$ cat src/rtl/dp_sequencer_if.sv
// Handshake and datapath-control bundle between fetch logic, dp_sequencer and the datapath.
interface dp_sequencer_if;
  logic        start;
  logic [31:0] IR_in;
  logic [3:0]  FLAGS;
  logic        busy;
  logic        done;
  logic        skipped;
  logic        illegal;
  logic [31:0] IR;
  logic [19:0] RSLCT;
  logic        LOAD;
  logic        LOADPC;
  logic        IR_CU;
  logic [4:0]  OP;
  logic        S;
  logic        ALU_OUT;

  // Requesting side: fetch logic / datapath flags
  modport master (
    output start, IR_in, FLAGS,
    input  busy, done, skipped, illegal, IR, RSLCT, LOAD, LOADPC, IR_CU, OP, S, ALU_OUT
  );

  // Sequencer side
  modport slave (
    input  start, IR_in, FLAGS,
    output busy, done, skipped, illegal, IR, RSLCT, LOAD, LOADPC, IR_CU, OP, S, ALU_OUT
  );
endinterface

$ cat src/rtl/dp_sequencer.sv
// Multi-cycle sequencer for one ARM data-processing instruction at a time.
module dp_sequencer (
  input logic           Clk,
  input logic           RESET,
  dp_sequencer_if.slave bus
);

  localparam int unsigned IR_W    = 32;
  localparam int unsigned RSLCT_W = 20;
  localparam int unsigned OP_W    = 5;
  localparam int unsigned REG_W   = 4;

  localparam logic [OP_W-1:0]  OP_IDLE = 5'd17;
  localparam logic [REG_W-1:0] PC_REG  = 4'd15;

  typedef enum logic [2:0] {
    IDLE = 3'd0,
    COND = 3'd1,
    EXEC = 3'd2,
    WB   = 3'd3,
    DONE = 3'd4
  } state_t;

  state_t state_q, state_d;

  // Fields of the latched instruction
  logic [3:0]       cond_f;
  logic [3:0]       opc_f;
  logic             sbit_f;
  logic [REG_W-1:0] rn_f, rd_f, rs_f, rm_f;

  assign cond_f = bus.IR[31:28];
  assign opc_f  = bus.IR[24:21];
  assign sbit_f = bus.IR[20];
  assign rn_f   = bus.IR[19:16];
  assign rd_f   = bus.IR[15:12];
  assign rs_f   = bus.IR[11:8];
  assign rm_f   = bus.IR[3:0];

  // Register selects come from this block at all times
  assign bus.IR_CU = 1'b1;

  logic illegal_c;
  logic pass_c;
  logic compare_c;

  // ARM condition-code evaluation against {N,Z,C,V}
  function automatic logic cond_pass(input logic [3:0] cond, input logic [3:0] f);
    logic n, z, c, v;
    n = f[3];
    z = f[2];
    c = f[1];
    v = f[0];
    case (cond)
      4'h0:    cond_pass = z;
      4'h1:    cond_pass = ~z;
      4'h2:    cond_pass = c;
      4'h3:    cond_pass = ~c;
      4'h4:    cond_pass = n;
      4'h5:    cond_pass = ~n;
      4'h6:    cond_pass = v;
      4'h7:    cond_pass = ~v;
      4'h8:    cond_pass = c & ~z;
      4'h9:    cond_pass = ~c | z;
      4'hA:    cond_pass = (n == v);
      4'hB:    cond_pass = (n != v);
      4'hC:    cond_pass = ~z & (n == v);
      4'hD:    cond_pass = z | (n != v);
      4'hE:    cond_pass = 1'b1;
      default: cond_pass = 1'b0;
    endcase
  endfunction

  assign illegal_c = (bus.IR[27:26] != 2'b00);
  assign pass_c    = cond_pass(cond_f, bus.FLAGS);
  // TST/TEQ/CMP/CMN only update flags
  assign compare_c = (opc_f[3:2] == 2'b10);

  // State register
  always_ff @(posedge Clk or negedge RESET) begin
    if (!RESET) state_q <= IDLE;
    else        state_q <= state_d;
  end

  // Next-state logic
  always_comb begin
    state_d = state_q;
    case (state_q)
      IDLE:    if (bus.start) state_d = COND;
      COND:    state_d = (illegal_c || !pass_c) ? DONE : EXEC;
      EXEC:    state_d = WB;
      WB:      state_d = DONE;
      DONE:    state_d = IDLE;
      default: state_d = IDLE;
    endcase
  end

  // Output values for the state being entered; registered below
  logic                busy_d, done_d, skipped_d, illegal_d;
  logic [IR_W-1:0]     ir_d;
  logic [RSLCT_W-1:0]  rslct_d;
  logic                load_d, loadpc_d, s_d, alu_out_d;
  logic [OP_W-1:0]     op_d;

  // Output decode
  always_comb begin
    busy_d    = 1'b0;
    done_d    = 1'b0;
    skipped_d = 1'b0;
    illegal_d = 1'b0;
    ir_d      = '0;
    rslct_d   = '0;
    load_d    = 1'b0;
    loadpc_d  = 1'b0;
    op_d      = OP_IDLE;
    s_d       = 1'b0;
    alu_out_d = 1'b0;
    case (state_d)
      COND: begin
        busy_d = 1'b1;
        ir_d   = bus.IR_in;
      end
      EXEC, WB: begin
        busy_d    = 1'b1;
        ir_d      = bus.IR;
        rslct_d   = {rn_f, rd_f, rs_f, rm_f, rn_f};
        op_d      = {1'b0, opc_f};
        alu_out_d = 1'b1;
        if (state_d == WB) begin
          if (compare_c) begin
            s_d = 1'b1;
          end else begin
            s_d = sbit_f;
            if (rd_f == PC_REG) loadpc_d = 1'b1;
            else                load_d   = 1'b1;
          end
        end
      end
      DONE: begin
        busy_d    = 1'b1;
        done_d    = 1'b1;
        ir_d      = bus.IR;
        illegal_d = (state_q == COND) && illegal_c;
        skipped_d = (state_q == COND) && !illegal_c && !pass_c;
      end
      default: ;
    endcase
  end

  // Output registers
  always_ff @(posedge Clk or negedge RESET) begin
    if (!RESET) begin
      bus.busy    <= 1'b0;
      bus.done    <= 1'b0;
      bus.skipped <= 1'b0;
      bus.illegal <= 1'b0;
      bus.IR      <= '0;
      bus.RSLCT   <= '0;
      bus.LOAD    <= 1'b0;
      bus.LOADPC  <= 1'b0;
      bus.OP      <= OP_IDLE;
      bus.S       <= 1'b0;
      bus.ALU_OUT <= 1'b0;
    end else begin
      bus.busy    <= busy_d;
      bus.done    <= done_d;
      bus.skipped <= skipped_d;
      bus.illegal <= illegal_d;
      bus.IR      <= ir_d;
      bus.RSLCT   <= rslct_d;
      bus.LOAD    <= load_d;
      bus.LOADPC  <= loadpc_d;
      bus.OP      <= op_d;
      bus.S       <= s_d;
      bus.ALU_OUT <= alu_out_d;
    end
  end

endmodule

$ cat src/flat_wrapper.sv
// flat-port wrapper written by rule: the top's interface ports become plain ports
module dp_sequencer_flat 
  (Clk, RESET, bus_start, bus_IR_in, bus_FLAGS, bus_busy, bus_done, bus_skipped, bus_illegal, bus_IR, bus_RSLCT, bus_LOAD, bus_LOADPC, bus_IR_CU, bus_OP, bus_S, bus_ALU_OUT);
  dp_sequencer_if bus_i ();
  input logic Clk;
  input logic RESET;
  input wire logic [$bits(bus_i.start)-1:0] bus_start;
  input wire logic [$bits(bus_i.IR_in)-1:0] bus_IR_in;
  input wire logic [$bits(bus_i.FLAGS)-1:0] bus_FLAGS;
  output wire logic [$bits(bus_i.busy)-1:0] bus_busy;
  output wire logic [$bits(bus_i.done)-1:0] bus_done;
  output wire logic [$bits(bus_i.skipped)-1:0] bus_skipped;
  output wire logic [$bits(bus_i.illegal)-1:0] bus_illegal;
  output wire logic [$bits(bus_i.IR)-1:0] bus_IR;
  output wire logic [$bits(bus_i.RSLCT)-1:0] bus_RSLCT;
  output wire logic [$bits(bus_i.LOAD)-1:0] bus_LOAD;
  output wire logic [$bits(bus_i.LOADPC)-1:0] bus_LOADPC;
  output wire logic [$bits(bus_i.IR_CU)-1:0] bus_IR_CU;
  output wire logic [$bits(bus_i.OP)-1:0] bus_OP;
  output wire logic [$bits(bus_i.S)-1:0] bus_S;
  output wire logic [$bits(bus_i.ALU_OUT)-1:0] bus_ALU_OUT;
  assign bus_i.start = bus_start;
  assign bus_i.IR_in = bus_IR_in;
  assign bus_i.FLAGS = bus_FLAGS;
  assign bus_busy = bus_i.busy;
  assign bus_done = bus_i.done;
  assign bus_skipped = bus_i.skipped;
  assign bus_illegal = bus_i.illegal;
  assign bus_IR = bus_i.IR;
  assign bus_RSLCT = bus_i.RSLCT;
  assign bus_LOAD = bus_i.LOAD;
  assign bus_LOADPC = bus_i.LOADPC;
  assign bus_IR_CU = bus_i.IR_CU;
  assign bus_OP = bus_i.OP;
  assign bus_S = bus_i.S;
  assign bus_ALU_OUT = bus_i.ALU_OUT;
  dp_sequencer u_core (.Clk(Clk), .RESET(RESET), .bus(bus_i));
endmodule
$ cat config.mk
export PLATFORM = sky130hd
export DESIGN_NAME = dp_sequencer_flat
export DESIGN_NICKNAME = d
export VERILOG_FILES = /design/src/rtl/dp_sequencer_if.sv /design/src/rtl/dp_sequencer.sv /design/src/flat_wrapper.sv
export SDC_FILE = /design/constraint.sdc
export NUM_CORES = 1
export LEC_CHECK = 0
export CORE_UTILIZATION = 42
export DETAILED_ROUTE_END_ITERATION = 7
export HOLD_SLACK_MARGIN = 0.06
export PLACE_DENSITY_LB_ADDON = 0.25
export SLEW_MARGIN = 10
export SYNTH_ARGS = -nofsm -noshare
export SYNTH_HDL_FRONTEND = slang
export SYNTH_SLANG_ARGS = --single-unit
$ cat constraint.sdc
create_clock -name Clk -period 1.9 [get_ports Clk]
set_input_delay 0.285 -clock Clk [delete_from_list [all_inputs] [get_ports Clk]]
set_output_delay 0.285 -clock Clk [all_outputs]
set_load 0.05 [all_outputs]
### Yosys cells after proc, flatten, opt, wreduce, memory -nomap -nowiden

Index checks and enable logic that the tools add are counted.

| cells by class | value |
|---|---|
| divide/modulo/power cells | 0 |
| shift-type cells | 0 |
| bitwise logic cells | 8 |
| $add $sub $neg | 0 |
| reductions and logical operators | 12 |
| multipliers | 0 |
| mux-type cells | 23 |
| eq/ne operators | 25 |
| $lt $le $gt $ge | 0 |

Operators by type and width:

| kind | count |
|---|---|
| $pmux 32 s2 | 1 |
| $eq 4x4->1 const B | 8 |
| $mux 20 | 1 |
| $eq 4x3->1 const B | 4 |
| $mux 1 | 16 |
| $pmux 1 s15 | 1 |
| $eq 3x2->1 const B | 4 |
| $pmux 3 s4 | 1 |
| $eq 4x2->1 const B | 2 |
| $eq 3x1->1 const B | 2 |
| $mux 3 | 2 |
| $mux 5 | 1 |
| $eq 4x1->1 const B | 1 |
| $logic_not 4->1 | 1 |
| $not 1->1 | 4 |
| $reduce_or 4->1 | 1 |
| $eq 3x3->1 const B | 1 |
| $logic_and 1x1->1 | 3 |
| $logic_not 3->1 | 1 |
| $reduce_or 3->1 | 1 |
| $and 1x1->1 | 2 |
| $eq 2x2->1 const B | 1 |
| $logic_not 1->1 | 2 |
| $or 1x1->1 | 2 |
| other kinds (5) | 5 |

| storage, ports and cells | value |
|---|---|
| memory bits (writable) | 0 |
| memory bits (read-only) | 0 |
| word-level logic and storage cells | 80 |
| register bits | 68 |
| memories | 0 |
| output and inout bits | 66 |
| latch bits | 0 |
| input port bits | 39 |

### Longest topological paths before layout

| logic depth | value |
|---|---|
| word-level depth | 10 |
| gate-level depth with buffers | 7 |
| depth with buffers taken out | 5 |

### Worst setup path after synthesis

OpenSTA, ideal clock, no wires.

| path | value |
|---|---|
| kind | register to register |
| start | reg u_core.bus.IR[30] |
| end | reg u_core.bus.RSLCT[13] |
| cell stages (with the launch flop) | 8 |
| path buffers | 2 |
| path slack | -0.111 ns |
| data required time | 1.780 ns |
| arrival time | 1.891 ns |
| path through | dfrtp_1 -> buf_6 -> mux2_2 -> a32oi_1 -> o31a_1 -> a31oi_4 -> buf_6 -> and2_1 |

| on the way | value |
|---|---|
| word-level cells in the longest chain between the ends | 9 |

Ends and longest elaborated chain:

| what | line | source |
|---|---|---|
| start: declaration | dp_sequencer_if.sv:28 | `output busy, done, skipped, illegal, IR, RSLCT, LOAD, LOADPC, IR_CU, OP, S, ALU_OUT` |
| start signal: assignment | dp_sequencer.sv:169 | `bus.IR <= ir_d;` |
| $eq 4x4->1, or another cell as far along | dp_sequencer.sv:54 | `case (cond)` |
| $pmux 1 s15 (*) | dp_sequencer.sv:54 |  |
| $logic_not 1->1 (*) | dp_sequencer.sv:90 | `COND: state_d = (illegal_c \|\| !pass_c) ? DONE : EXEC;` |
| $logic_or 1x1->1 (*) | dp_sequencer.sv:90 |  |
| $mux 3 (*) | dp_sequencer.sv:90 |  |
| $pmux 3 s4 (*) | dp_sequencer.sv:88 | `case (state_q)` |
| named net u_core.state_d[1] | dp_sequencer.sv:24 | `state_t state_q, state_d;` |
| $eq 3x2->1 | dp_sequencer.sv:118 | `case (state_d)` |
| $reduce_or 2->1 (*) | dp_sequencer.sv:118 |  |
| $mux 20 (*) | dp_sequencer.sv:118 |  |
| named net u_core.rslct_d[13] | dp_sequencer.sv:101 | `logic [RSLCT_W-1:0] rslct_d;` |
| end signal: assignment | dp_sequencer.sv:170 | `bus.RSLCT <= rslct_d;` |
| end: declaration | dp_sequencer_if.sv:28 |  |

The timed path passes the listed nets; every way through them passes the cells marked *.
A chain may end at the register's enable or synchronous reset.

### Final worst setup path

| path | value |
|---|---|
| start | reg u_core.bus.IR[24] |
| end | out bus_IR[24] |

RTL lines:

| what | line | source |
|---|---|---|
| end: declaration | flat_wrapper.sv:14 | `output wire logic [$bits(bus_i.IR)-1:0] bus_IR;` |

No word-level cell between the ends.

==> impl_metrics.py <==
metrics = {
    "timing": {
        "hold_viol": 0,
        "fin_skew_ps": 7.06,
        "max_freq_mhz": 545,
        "max_slew.worst_pin.slew_ps": 537,
        "setup_viol": 0,
        "finalCritPeriodShare": 0.965,
        "rsz0062_at_grt": "no",
        "setup_ws_ps": 65.7,
        "whs_ps": 493,
        "max_slew_margin": 0.641,
        "drv_slew": 0,
        "min_period_ps": 1830,
    },
    "final_layout": {
        "fillers": 402,
        "mostFrequentLayoutCells": "clkdlybuf4s50_1 (94), dfrtp_1 (58), a22o_1 (32)",
        "multi_input_area_um2": 822,
        "num_antenna_cells": 0,
        "final_common_cell": "clkdlybuf4s50_1",
        "area_growth_pct": 53.0,
        "fin_nets": 342,
        "final_layout_size_suffix_gt1_frac": 0.162,
        "seqCellArea_mm2": 0.00161,
    },
    "pwr": {
        "irDropWorstVdd_uv": 904,
        "p_per_area_mw_per_mm2": 1840,
        "power.leakage_uw": 0.00173,
    },
    "synthesis": {
        "ys_ff_latch": 64,
        "synth_edf_count": 0,
        "synth_cell_type_count": 39,
        "ys_seq_area_frac": 0.632,
        "synthTopCellsByArea": "dfrtp_1 (61%), a22o_1 (11%), and2_1 (4.9%), dfstp_2 (2.1%), buf_4 (1.5%)",
        "yosys.area.top_type": "dfrtp_1",
        "syn_area_mm2": 0.00254,
        "syn-num-nets": 231,
        "syn_inst": 192,
        "synthFlopType": "dfrtp_1",
        "synth_async_sr_flop_share": 1.00,
        "syn_area_per_cell_um2": 13.2,
        "ys_warn_count": 0,
        "yosys.area.top_type_share": 0.611,
    },
    "clock_tree": {
        "clock_latency_ps": 330,
        "cts_num_sinks": 64,
        "htreeDepth": 3,
        "cts_buffers": 9,
        "clk_pin_slew_ps": 70,
        "cts_root_buf": "clkbuf_8",
        "clk_path_buf_depth": 2,
        "cts_tree": "done",
    },
    "routing": {
        "wirelength_um": 5760,
        "postRouteAntennaNets": 0,
        "vias": 1890,
        "viasPerCell": 4.97,
        "firstDrtPassIters": 4,
        "drt_iter0_markers": 70,
        "routedWlPerCell_um": 15.2,
        "drcViolationCount": 0,
    },
    "grt": {
        "grt_use_total": 0.195,
        "grt_pass1_wl_um": 9160,
        "grt_pass1_vias": 1861,
        "overflow": 0,
        "antenna_found_initial": 0,
        "grt_max_degree": 65,
    },
    "setup_path": {
        "cp-start-kind": "flip-flop",
        "worst-endpoint-required_ps": 1620,
        "ff2ff_path_depth": 6,
        "r2r_start": "u_core.bus.IR[31]",
        "crit_type": "flip-flop to primary output",
        "crit_arrival_ps": 1550,
        "worst-path-buf-inv": 1,
        "endpoint": "bus_IR[24]",
        "path_cells": "clkdlybuf4s50_1",
        "r2r_end": "u_core.bus.RSLCT[9]",
        "crit_path_start": "u_core.bus.IR[24]",
        "path_depth": 1,
        "crit_path_max_incr_delay_ps": 820,
        "critPathTopFamily": "buffers and inverters",
        "crit_path_end_kind": "primary output",
        "critPathMaxFanout": 4,
        "ff2ff_setup_slack_ps": 150,
        "slowest_stage": "clkdlybuf4s50_1",
    },
    "place": {
        "globalplace.congestion": 0.791,
        "dp_hpwl_um": 3940,
        "io_buffers": 103,
        "dp_slack_ps": -239,
    },
    "run_status": {
        "status": "finished clean",
    },
    "die": {
        "initial_core_util": 0.448,
        "die_area_mm2": 0.00636,
        "core_mm2": 0.00568,
        "rows": 27,
        "die_h_um": 79.8,
        "die_w_um": 79.8,
        "pin_count": 105,
    },
    "flow_run": {
        "cap_violations": 0,
    },
    "hold_path": {
        "hold_class": "primary input to asynchronous set/reset pin",
    },
}
-- where the power goes --
group          switching, uW  internal (uW)
sequential               382           1810
combinational           2360           1360
clock                    496            736
total                   3240           3900
-- metal layers --
metal / wire length [um] / global-route usage
met3: 268 / 0.0366
met5: 0 / 0
met4: 154 / 0.109
met1: 2530 / 0.252
met2: 2810 / 0.309
-- state kept, by name (all words and copies together), names as in the netlist --
| signal | cells |
|---|---|
| u_core.state_q | 3 |
| u_core.bus.LOADPC | 1 |
| u_core.bus.S | 1 |
| u_core.bus.illegal | 1 |
| u_core.bus.busy | 1 |
| u_core.bus.ALU_OUT | 1 |
| u_core.bus.IR | 32 |
| u_core.bus.LOAD | 1 |
| u_core.bus.OP | 5 |
| u_core.bus.RSLCT | 16 |
| u_core.bus.done | 1 |
| u_core.bus.skipped | 1 |
-- synth_stat cells, types with 2 or more instances --
library cell and instances:
inv_1 3, clkbuf_1 6, nor2b_1 4, buf_6 3
a22o_1 32, buf_2 4, a21oi_1 7, dfstp_2 2
nor4b_2 2, nand3_1 2, or2_2 2, nand2_1 2
and2_1 20, nand2b_1 5, xor2_1 2, nor2_1 6
nor3_1 2, dfrtp_1 62, nor3b_1 2, buf_4 5
-- area by class of cell --
class | count | share of cell area
clock buffer | 12 | 0.0348
clock inverter | 4 | 0.0180
inverter | 3 | 0.00290
multi-input combinational | 107 | 0.212
sequential | 64 | 0.414
tap | 72 | 0.0232
timing repair buffer | 118 | 0.296
-- cells by family after synthesis --
kind of cell / count (synthesis) / share of synthesized area
other: 1 / 0.00148
and+or+nand+nor: 53 / 0.136
AOI/OAI and AO/OA: 49 / 0.167
DFF: 64 / 0.632
xor gates and xnor gates: 2 / 0.00690
buffers and inverters: 21 / 0.0493
muxes: 2 / 0.00837
-- what timing repair did --
item                                    in CTS  in global routing
gates resized for setup                      2                  0
gates cloned                                 0                  0
endpoints found under the setup margin       2                  1
hold buffers                                 1                  0
buffers inserted                             0                  3
endpoints found under the hold margin       62                  0
-- per-stage QoR --
step	power (uW)	setup TNS [ps]	util	instances	instance area, um2
6_report	7140	0	0.685	380	3890
5_1_grt	7480	0	0.685	380	3890
4_1_cts	7160	0	0.681	377	3860
2_1_floorplan	4620	0	-	192	2540
3_5_place_dp	5920	-4920	0.643	360	3650
3_3_place_gp	5870	-3350	0.643	360	3650
-- worst min path at each step --
stage          startpoint                 end  slack (ps)
2_1_floorplan       RESET  u_core.bus.ALU_OUT         -10
3_3_place_gp        RESET   u_core.bus.IR[17]         320
3_5_place_dp        RESET   u_core.bus.IR[17]         320
4_1_cts             RESET   u_core.bus.IR[17]         500
5_1_grt             RESET   u_core.bus.IR[17]         520
6_report            RESET   u_core.bus.IR[17]         490
-- tightest hold or removal path, delay by kind of cell --
kind / cells / cell delay (ps)
buf+inv: 3 / 930
(Power assumes the default switching activity.)
